===== src/rtl/mem_port_arb_pkg.sv =====
// Shared definitions for the memory port arbiter: FSM state and read-owner
// encodings, default widths, and a width helper for in-flight counters.
package mem_port_arb_pkg;

  localparam int unsigned ADDR_W_DEF = 14;
  localparam int unsigned DATA_W_DEF = 64;
  localparam int unsigned RD_LAT_DEF = 1;

  typedef enum logic [1:0] {
    ST_HOLD  = 2'd0,
    ST_RUN   = 2'd1,
    ST_DRAIN = 2'd2
  } state_e;

  typedef enum logic {
    OWN_LD  = 1'b0,
    OWN_DSP = 1'b1
  } owner_e;

  // Bits needed to count 0..depth in-flight entries.
  function automatic int unsigned cnt_width(input int unsigned depth);
    return (depth < 1) ? 1 : $clog2(depth + 1);
  endfunction

endpackage


===== src/rtl/mem_port_arb_rd_tag_pipe.sv =====
// Read tag pipeline: DEPTH-deep shift register of {valid, owner} that tracks
// reads issued to the memory until their data appears on doutb.
//   clk, rst          : clock, asynchronous active-high reset (clears all tags)
//   push_valid/owner  : read issued this cycle and who issued it
//   pop_valid/owner   : read whose data is on doutb this cycle
//   inflight          : number of valid tags currently in the pipe
module mem_port_arb_rd_tag_pipe
  import mem_port_arb_pkg::*;
#(
  parameter int unsigned DEPTH = RD_LAT_DEF,
  localparam int unsigned CNT_W = cnt_width(DEPTH)
) (
  input  logic             clk,
  input  logic             rst,
  input  logic             push_valid,
  input  owner_e           push_owner,
  output logic             pop_valid,
  output owner_e           pop_owner,
  output logic [CNT_W-1:0] inflight
);

  logic [DEPTH-1:0] valid_q, valid_d;
  logic [DEPTH-1:0] owner_q, owner_d;

  // Shift in at bit 0; the truncating cast drops the oldest entry and also
  // covers DEPTH == 1 without a zero-width slice.
  always_comb begin
    valid_d = DEPTH'({valid_q, push_valid});
    owner_d = DEPTH'({owner_q, (push_valid && (push_owner == OWN_DSP))});
  end

  always_ff @(posedge clk or posedge rst) begin
    if (rst) begin
      valid_q <= '0;
      owner_q <= '0;
    end else begin
      valid_q <= valid_d;
      owner_q <= owner_d;
    end
  end

  always_comb begin
    pop_valid = valid_q[DEPTH-1];
    pop_owner = owner_q[DEPTH-1] ? OWN_DSP : OWN_LD;
    inflight  = CNT_W'($countones(valid_q));
  end

endmodule


===== src/rtl/mem_port_arb.sv =====
// Two-requester arbiter for memory port B. The loader (read/write) and the
// display (read-only, with an urgent override) share the port once the CPU
// side has released memory (mem_sys_fin). Grants are combinational in the
// request cycle; read data returns RD_LAT cycles later with an owner strobe.
//   clk, rst                     : clock, asynchronous active-high reset
//   mem_sys_fin                  : memory released by CPU side
//   ld_req/we/addr/wdata         : loader request
//   ld_gnt/rvalid/rdata          : loader grant and read return
//   dsp_req/urgent/addr          : display request
//   dsp_gnt/rvalid/rdata         : display grant and read return
//   enb/web/addrb/dinb, doutb    : memory port B
//   busy                         : not idle in HOLD, or reads still returning
module mem_port_arb
  import mem_port_arb_pkg::*;
#(
  parameter int unsigned ADDR_W = ADDR_W_DEF,
  parameter int unsigned DATA_W = DATA_W_DEF,
  parameter int unsigned RD_LAT = RD_LAT_DEF
) (
  input  logic              clk,
  input  logic              rst,
  input  logic              mem_sys_fin,
  input  logic              ld_req,
  input  logic              ld_we,
  input  logic [ADDR_W-1:0] ld_addr,
  input  logic [DATA_W-1:0] ld_wdata,
  output logic              ld_gnt,
  output logic              ld_rvalid,
  output logic [DATA_W-1:0] ld_rdata,
  input  logic              dsp_req,
  input  logic              dsp_urgent,
  input  logic [ADDR_W-1:0] dsp_addr,
  output logic              dsp_gnt,
  output logic              dsp_rvalid,
  output logic [DATA_W-1:0] dsp_rdata,
  output logic              enb,
  output logic              web,
  output logic [ADDR_W-1:0] addrb,
  output logic [DATA_W-1:0] dinb,
  input  logic [DATA_W-1:0] doutb,
  output logic              busy
);

  localparam int unsigned CNT_W = cnt_width(RD_LAT);

  state_e           state_q, state_d;
  owner_e           ptr_q, ptr_d;
  logic             ld_win, dsp_win;
  logic             push_valid;
  owner_e           push_owner;
  logic             pop_valid;
  owner_e           pop_owner;
  logic [CNT_W-1:0] inflight;

  // State and last-winner pointer; display-last after reset so the loader
  // wins the first tie.
  always_ff @(posedge clk or posedge rst) begin
    if (rst) begin
      state_q <= ST_HOLD;
      ptr_q   <= OWN_DSP;
    end else begin
      state_q <= state_d;
      ptr_q   <= ptr_d;
    end
  end

  // Next state: DRAIN waits for issued reads to come back before HOLD.
  always_comb begin
    state_d = state_q;
    case (state_q)
      ST_HOLD:  if (mem_sys_fin) state_d = ST_RUN;
      ST_RUN:   if (!mem_sys_fin) state_d = ST_DRAIN;
      ST_DRAIN: begin
        if (mem_sys_fin)          state_d = ST_RUN;
        else if (inflight == '0)  state_d = ST_HOLD;
      end
      default:  state_d = ST_HOLD;
    endcase
  end

  // Arbitration and port drive. No access is issued in the cycle the CPU
  // side reclaims memory, even though the state is still RUN.
  always_comb begin
    ld_win     = 1'b0;
    dsp_win    = 1'b0;
    ptr_d      = ptr_q;
    enb        = 1'b0;
    web        = 1'b0;
    addrb      = '0;
    dinb       = '0;
    push_valid = 1'b0;
    push_owner = OWN_LD;

    if ((state_q == ST_RUN) && mem_sys_fin) begin
      if (dsp_req && dsp_urgent)  dsp_win = 1'b1;
      else if (ld_req && dsp_req) begin
        if (ptr_q == OWN_DSP)     ld_win  = 1'b1;
        else                      dsp_win = 1'b1;
      end
      else if (ld_req)            ld_win  = 1'b1;
      else if (dsp_req)           dsp_win = 1'b1;
    end

    if (ld_win) begin
      ptr_d      = OWN_LD;
      enb        = 1'b1;
      web        = ld_we;
      addrb      = ld_addr;
      dinb       = ld_wdata;
      push_valid = !ld_we;
      push_owner = OWN_LD;
    end else if (dsp_win) begin
      ptr_d      = OWN_DSP;
      enb        = 1'b1;
      addrb      = dsp_addr;
      push_valid = 1'b1;
      push_owner = OWN_DSP;
    end

    ld_gnt     = ld_win;
    dsp_gnt    = dsp_win;
    ld_rvalid  = pop_valid && (pop_owner == OWN_LD);
    dsp_rvalid = pop_valid && (pop_owner == OWN_DSP);
    ld_rdata   = doutb;
    dsp_rdata  = doutb;
    busy       = (state_q != ST_HOLD) || (inflight != '0);
  end

  mem_port_arb_rd_tag_pipe #(
    .DEPTH (RD_LAT)
  ) u_rd_tag_pipe (
    .clk        (clk),
    .rst        (rst),
    .push_valid (push_valid),
    .push_owner (push_owner),
    .pop_valid  (pop_valid),
    .pop_owner  (pop_owner),
    .inflight   (inflight)
  );

endmodule


===== config.mk =====
export PLATFORM = sky130hd
export DESIGN_NAME = mem_port_arb
export DESIGN_NICKNAME = d
export VERILOG_FILES = /design/src/rtl/mem_port_arb_pkg.sv /design/src/rtl/mem_port_arb_rd_tag_pipe.sv /design/src/rtl/mem_port_arb.sv
export SDC_FILE = /design/constraint.sdc
export NUM_CORES = 1
export LEC_CHECK = 0
export ABC_AREA = 1
export CAP_MARGIN = 20
export CORE_AREA = 2 2 147 149
export DETAILED_ROUTE_END_ITERATION = 10
export DIE_AREA = 0 0 149 151
export GPL_TIMING_DRIVEN = 0
export SLEW_MARGIN = 20
export SYNTH_ARGS = -nofsm -noshare
export SYNTH_HDL_FRONTEND = slang
export SYNTH_SLANG_ARGS = --single-unit

===== constraint.sdc =====
create_clock -name clk -period 1.6 [get_ports clk]
set_clock_uncertainty 0.15 [all_clocks]
set_input_delay 0.16 -clock clk [delete_from_list [all_inputs] [get_ports clk]]
set_output_delay 0.16 -clock clk [all_outputs]
set_load 0.1 [all_outputs]

# After elaboration in Yosys (flattened, before gate mapping)
# Cells that the tools add are included.
[totals] wordCells=49 ram_bits=0 latchBits=0 out_inout_bits=213 inputBits=163 memories=0 reg_bits=5 romBits=0
[classes] mux=27 reduce_logical=12 div=0 shifts=0 bitwise=1 magnitude_cmp=0 n_mul=0 n_addsub=0 n_eq_ne=5
[ops] operator="two-way mux 64 bit" count=1
[ops] operator="two-way mux 14 bit" count=2
[ops] operator="two-way mux 1 bit" count=19
[ops] operator="two-way mux 2 bit" count=4
[ops] operator="logical AND 1 bit" count=6
[ops] operator="one-hot mux 2 bit (3 select lines)" count=1
[ops] operator="inequality test 2 bit, second input constant" count=2
[ops] operator="nonzero test 2 bit" count=2
[ops] operator="inequality test 3 bit, second input constant" count=1
[ops] operator="AND reduction 3 bit" count=1
[ops] operator="== test 2 x 1 -> 1 bit, second input constant" count=1
[ops] operator="== test 2 bit, second input constant" count=1
[ops] operator="logical NOT 2 bit" count=1
[ops] operator="logical NOT 1 bit" count=1
[ops] operator="logical OR 1 bit" count=1
[ops] operator="inverter 1 bit" count=1

# Depth between registers and ports, before layout
[logic_depth] ltp_word=8 ltp_mapped=7 mapped_depth_nobuf=5

# Hierarchy
# From an unflattened synthesis, not the netlist that was laid out.
[unflattened] hier_cells=356 area_unflattened_um2=2127.0
[by_module_without_submodules] module="mem_port_arb" instances=1 seq_area_each_um2=76.3 area_per_inst_um2=2058.2 cells_each=350
[by_module_without_submodules] module="mem_port_arb_rd_tag_pipe" instances=1 seq_area_each_um2=50.0 area_per_inst_um2=68.8 cells_each=6

# Worst setup path after synthesis
# Ideal clock, no wire load.
[synth_timing] path_type="reg-to-output" startpoint="reg ptr_q" endpoint="out dinb[44]" stages_incl_launch_ff=7 arrival_ns=2.406 n_path_buf=2 required_ns=1.290 setup_slack_ns=-1.116 cell_sequence="dfstp_2 inv_1 o21ai_2 nand2_2 buf_6 buf_6 nor2_1"
[synth_via] elab_chain_cells=5
[synth_lines] element="start, declared" line="mem_port_arb.sv:47" text="owner_e ptr_q, ptr_d;"
[synth_lines] element="start signal, assigned" line="mem_port_arb.sv:63" text="ptr_q <= ptr_d;"
[synth_lines] element="two-way mux 1 bit" line="mem_port_arb.sv:97" text="if (ptr_q == OWN_DSP) ld_win = 1'b1;"
[synth_lines] element="two-way mux 1 bit" line="mem_port_arb.sv:96" text="else if (ld_req && dsp_req) begin"
[synth_lines] element="two-way mux 1 bit" line="mem_port_arb.sv:95" text="if (dsp_req && dsp_urgent) dsp_win = 1'b1;"
[synth_lines] element="two-way mux 1 bit" line="mem_port_arb.sv:94" text="if ((state_q == ST_RUN) && mem_sys_fin) begin"
[synth_lines] element="two-way mux 64 bit" line="mem_port_arb.sv:104" text="if (ld_win) begin"
[synth_lines] element="end, declared" line="mem_port_arb.sv:39" text="output logic [DATA_W-1:0] dinb,"
# Every way passes these cells.

# Worst setup path in the final report
[layout_timing] startpoint="reg ptr_q" endpoint="out dinb[24]"
# Same word-level chain as after synthesis.

==> results.json <==
{
  "status": "finished with violations",
  "violations": "negative setup slack",
  "synth_area_um2": 2030,
  "r2r_cells": 8,
  "synth.net_count": 513,
  "final_cell_mix": "142 x buf_4, 129 x dlygate4sd2_1, 97 x clkdlybuf4s50_1",
  "wl_met2_um": 7090,
  "cts-root-buf": "clkbuf_16",
  "final_common_cell": "buf_4",
  "first_iter_violations": 46,
  "path_cells": "inv_2 > o21ai_4 > nand2_4 > buf_12 > buf_12 > nor2_4 > buf_12",
  "rsz0062_at_grt": "true",
  "antenna_cells": 0,
  "min_period_ns": 2.07,
  "leakagePower_nw": 3.52,
  "crit_fanout": 10,
  "synth_cell_types": 18,
  "dieWidth_um": 149,
  "relSlewSlack_pct": 34.2,
  "clk_latency_ns": 0.23,
  "grt_pass1_wl_um": 17500,
  "grt_max_degree": 11,
  "yosysTopAreaCellShare_pct": 47.6,
  "pre_cts_slack_ns": -1.51,
  "maxUsedRoutingLayer": "met4",
  "cts_num_sinks": 5,
  "synth_top_cell_by_area": "buf_4",
  "h-tree-depth": 1,
  "coreArea_um2": 20800,
  "reg2reg_slack_ns": 0.10,
  "maxCapViolations": 0,
  "placed_cells_incl_taps": 936,
  "power_density_nw_per_um2": 484,
  "post_layout_nonfiller_instances": 970,
  "wl_met1_um": 4650,
  "r2r-end": "u_rd_tag_pipe.inflight",
  "min_path_type": "in -> reg",
  "synthToLayoutAreaGrowth_pct": 266,
  "finalSetupViolations": 81,
  "reg2reg_from": "ptr_q",
  "vias_per_cell": 3.20,
  "whs_ns": 0.245,
  "dr.pass1.iters": 4,
  "cts_max_path_buffers": 2,
  "die_area_um2": 22500,
  "cts_tree": "built",
  "synth_seq_cells": 5,
  "timing.fmax_mhz": 483,
  "clk_pin_slew_ns": 0.03,
  "startpoint_type": "flip-flop",
  "hold_depth": 3,
  "start_util_pct": 9.77,
  "grt_pass1_vias": 3017,
  "io_buffer_count": 311,
  "layout_setup_ws_ns": -0.469,
  "grt_overflow": 0,
  "fp.dieH_um": 151,
  "antenna_found_initial": 0,
  "antenna_left": 0,
  "finalCritPeriodShare_pct": 129,
  "ys_seq_area_share_pct": 6.21,
  "drc": 0,
  "syn_area_per_cell_um2": 5.81,
  "gp_congestion": 0.734,
  "rows": 53,
  "cpPeakStageDelay_ns": 0.53,
  "crit_arrival_ns": 1.76,
  "drive_gt1_share_pct": 53.5,
  "cp-end-kind": "output port",
  "io_pins": 376,
  "worstSetupPathType": "reg -> out",
  "drt-wirelength-per-cell_um": 13.1,
  "finalHoldViolations": 0,
  "met3_length_um": 985,
  "cp.required_ns": 1.29,
  "worst_slew_pin_slew_ns": 0.990,
  "hold_path_end": "state_q[0]",
  "slew_violations": 0,
  "routed_wl_um": 12800,
  "cp_common_cell": "buf_12",
  "syn_inst": 350,
  "route.vias.total": 3102,
  "nNetsFinal": 859,
  "hold_start": "mem_sys_fin",
  "grt_util_all_layers_pct": 9.97,
  "yosysWarnings": 0,
  "yosys-top-cells-area": "buf_4 48%, inv_1 14%, nor2_1 11%, nand3_1 7.4%, dfrtp_1 4.9%",
  "crit_slowest_cell": "dfstp_2",
  "cts_buffers": 3,
  "fin_setup_tns_ns": -33.23,
  "ir_worst_vdd_mv": 0.480,
  "dpl.hpwl_um": 10200
}
==> repair_timing <==
item                                    CTS  global route
pin swaps                                 7            10
resized for setup                       913            35
endpoints found under the hold margin     4             0
endpoints found under the setup margin  213            84
hold buffers                              1             0
gates cloned                              5             2
buffers inserted                         11            12
==> synth_stat cells <==
library cell,instances
a21oi_1,2
buf_4,129
buf_6,5
clkbuf_1,5
dfrtp_1,4
dfstp_2,1
inv_1,77
inv_2,1
nand2_1,20
nand2_2,1
nand3_1,30
nand3_2,1
nor2_1,60
nor2_2,10
nor2_4,1
o211ai_1,1
o21ai_0,1
o21ai_2,1
==> flip-flops by register name (all words and copies together), names as in the netlist <==
| signal | cells |
|---|---|
| ptr_q | 1 |
| u_rd_tag_pipe.owner_q | 1 |
| u_rd_tag_pipe.inflight | 1 |
| state_q | 2 |
==> worst max-delay path by stage <==
stage | startpoint | endpoint | slack, ns | depth (start not counted)
6_report | ptr_q | dinb[24] | -0.47 | 7
5_1_grt | ptr_q | dinb[44] | -0.53 | 7
4_1_cts | ptr_q | dinb[24] | -0.48 | 7
3_5_place_dp | mem_sys_fin | dinb[18] | -1.51 | 8
3_3_place_gp | mem_sys_fin | addrb[7] | -1.58 | 7
2_1_floorplan | ptr_q | dinb[14] | -0.40 | 6
==> through the flow <==
stage	instance area, um^2	total power [W]	util [%]
after global routing	7460	0.00372	35.8
after CTS	7220	0.00355	34.7
after floorplan	2680	0.00232	-
after detailed placement	6140	0.00302	29.5
final	7460	0.00361	35.8
after global placement	6140	0.00301	29.5
==> routing by layer <==
metal / vias to the layer above / GRT usage (%)
met2: 138 / 18.6
met5: - / 0
li1: 1570 / -
met4: 0 / 1.14
met3: 4 / 2.11
met1: 1390 / 12.1
==> power by group <==
group	internal, W	total (W)	leakage [nW]	switching [W]
Clock	0.000330	0.000415	0.0382	0.0000842
Combinational	0.000940	0.00304	3.42	0.00210
Sequential	0.000143	0.000153	0.0616	0.00000981
Total	0.00141	0.00361	3.52	0.00219
==> area by class of cell <==
type                    count  area [um^2]
fillers                  2134        13400
repair buffers            341         4110
multi-input cells         128         1310
plain buffers             139         1190
well taps                 275          344
inverters                  78          300
flip-flops and latches      5          128
clock buffers               4         78.8
==> cells by family (layout without fill, tap and decap cells) <==
logic type,count (synthesis),after routing,share of synthesized area [%]
AO/OA/AOI/OAI,5,5,1.54
flip-flops,5,5,6.21
buffers and inverters,217,562,65.7
AND/OR/NAND/NOR,123,123,26.6
==> critical path, delay by kind of cell (launching register included) <==
kind                   cells  cell delay, ns
buffers and inverters      4            0.57
and+or+nand+nor            2            0.25
DFF                        1            0.53
AOI/OAI and AO/OA          1            0.17
Note: power is estimated with default switching activity, not from simulation.
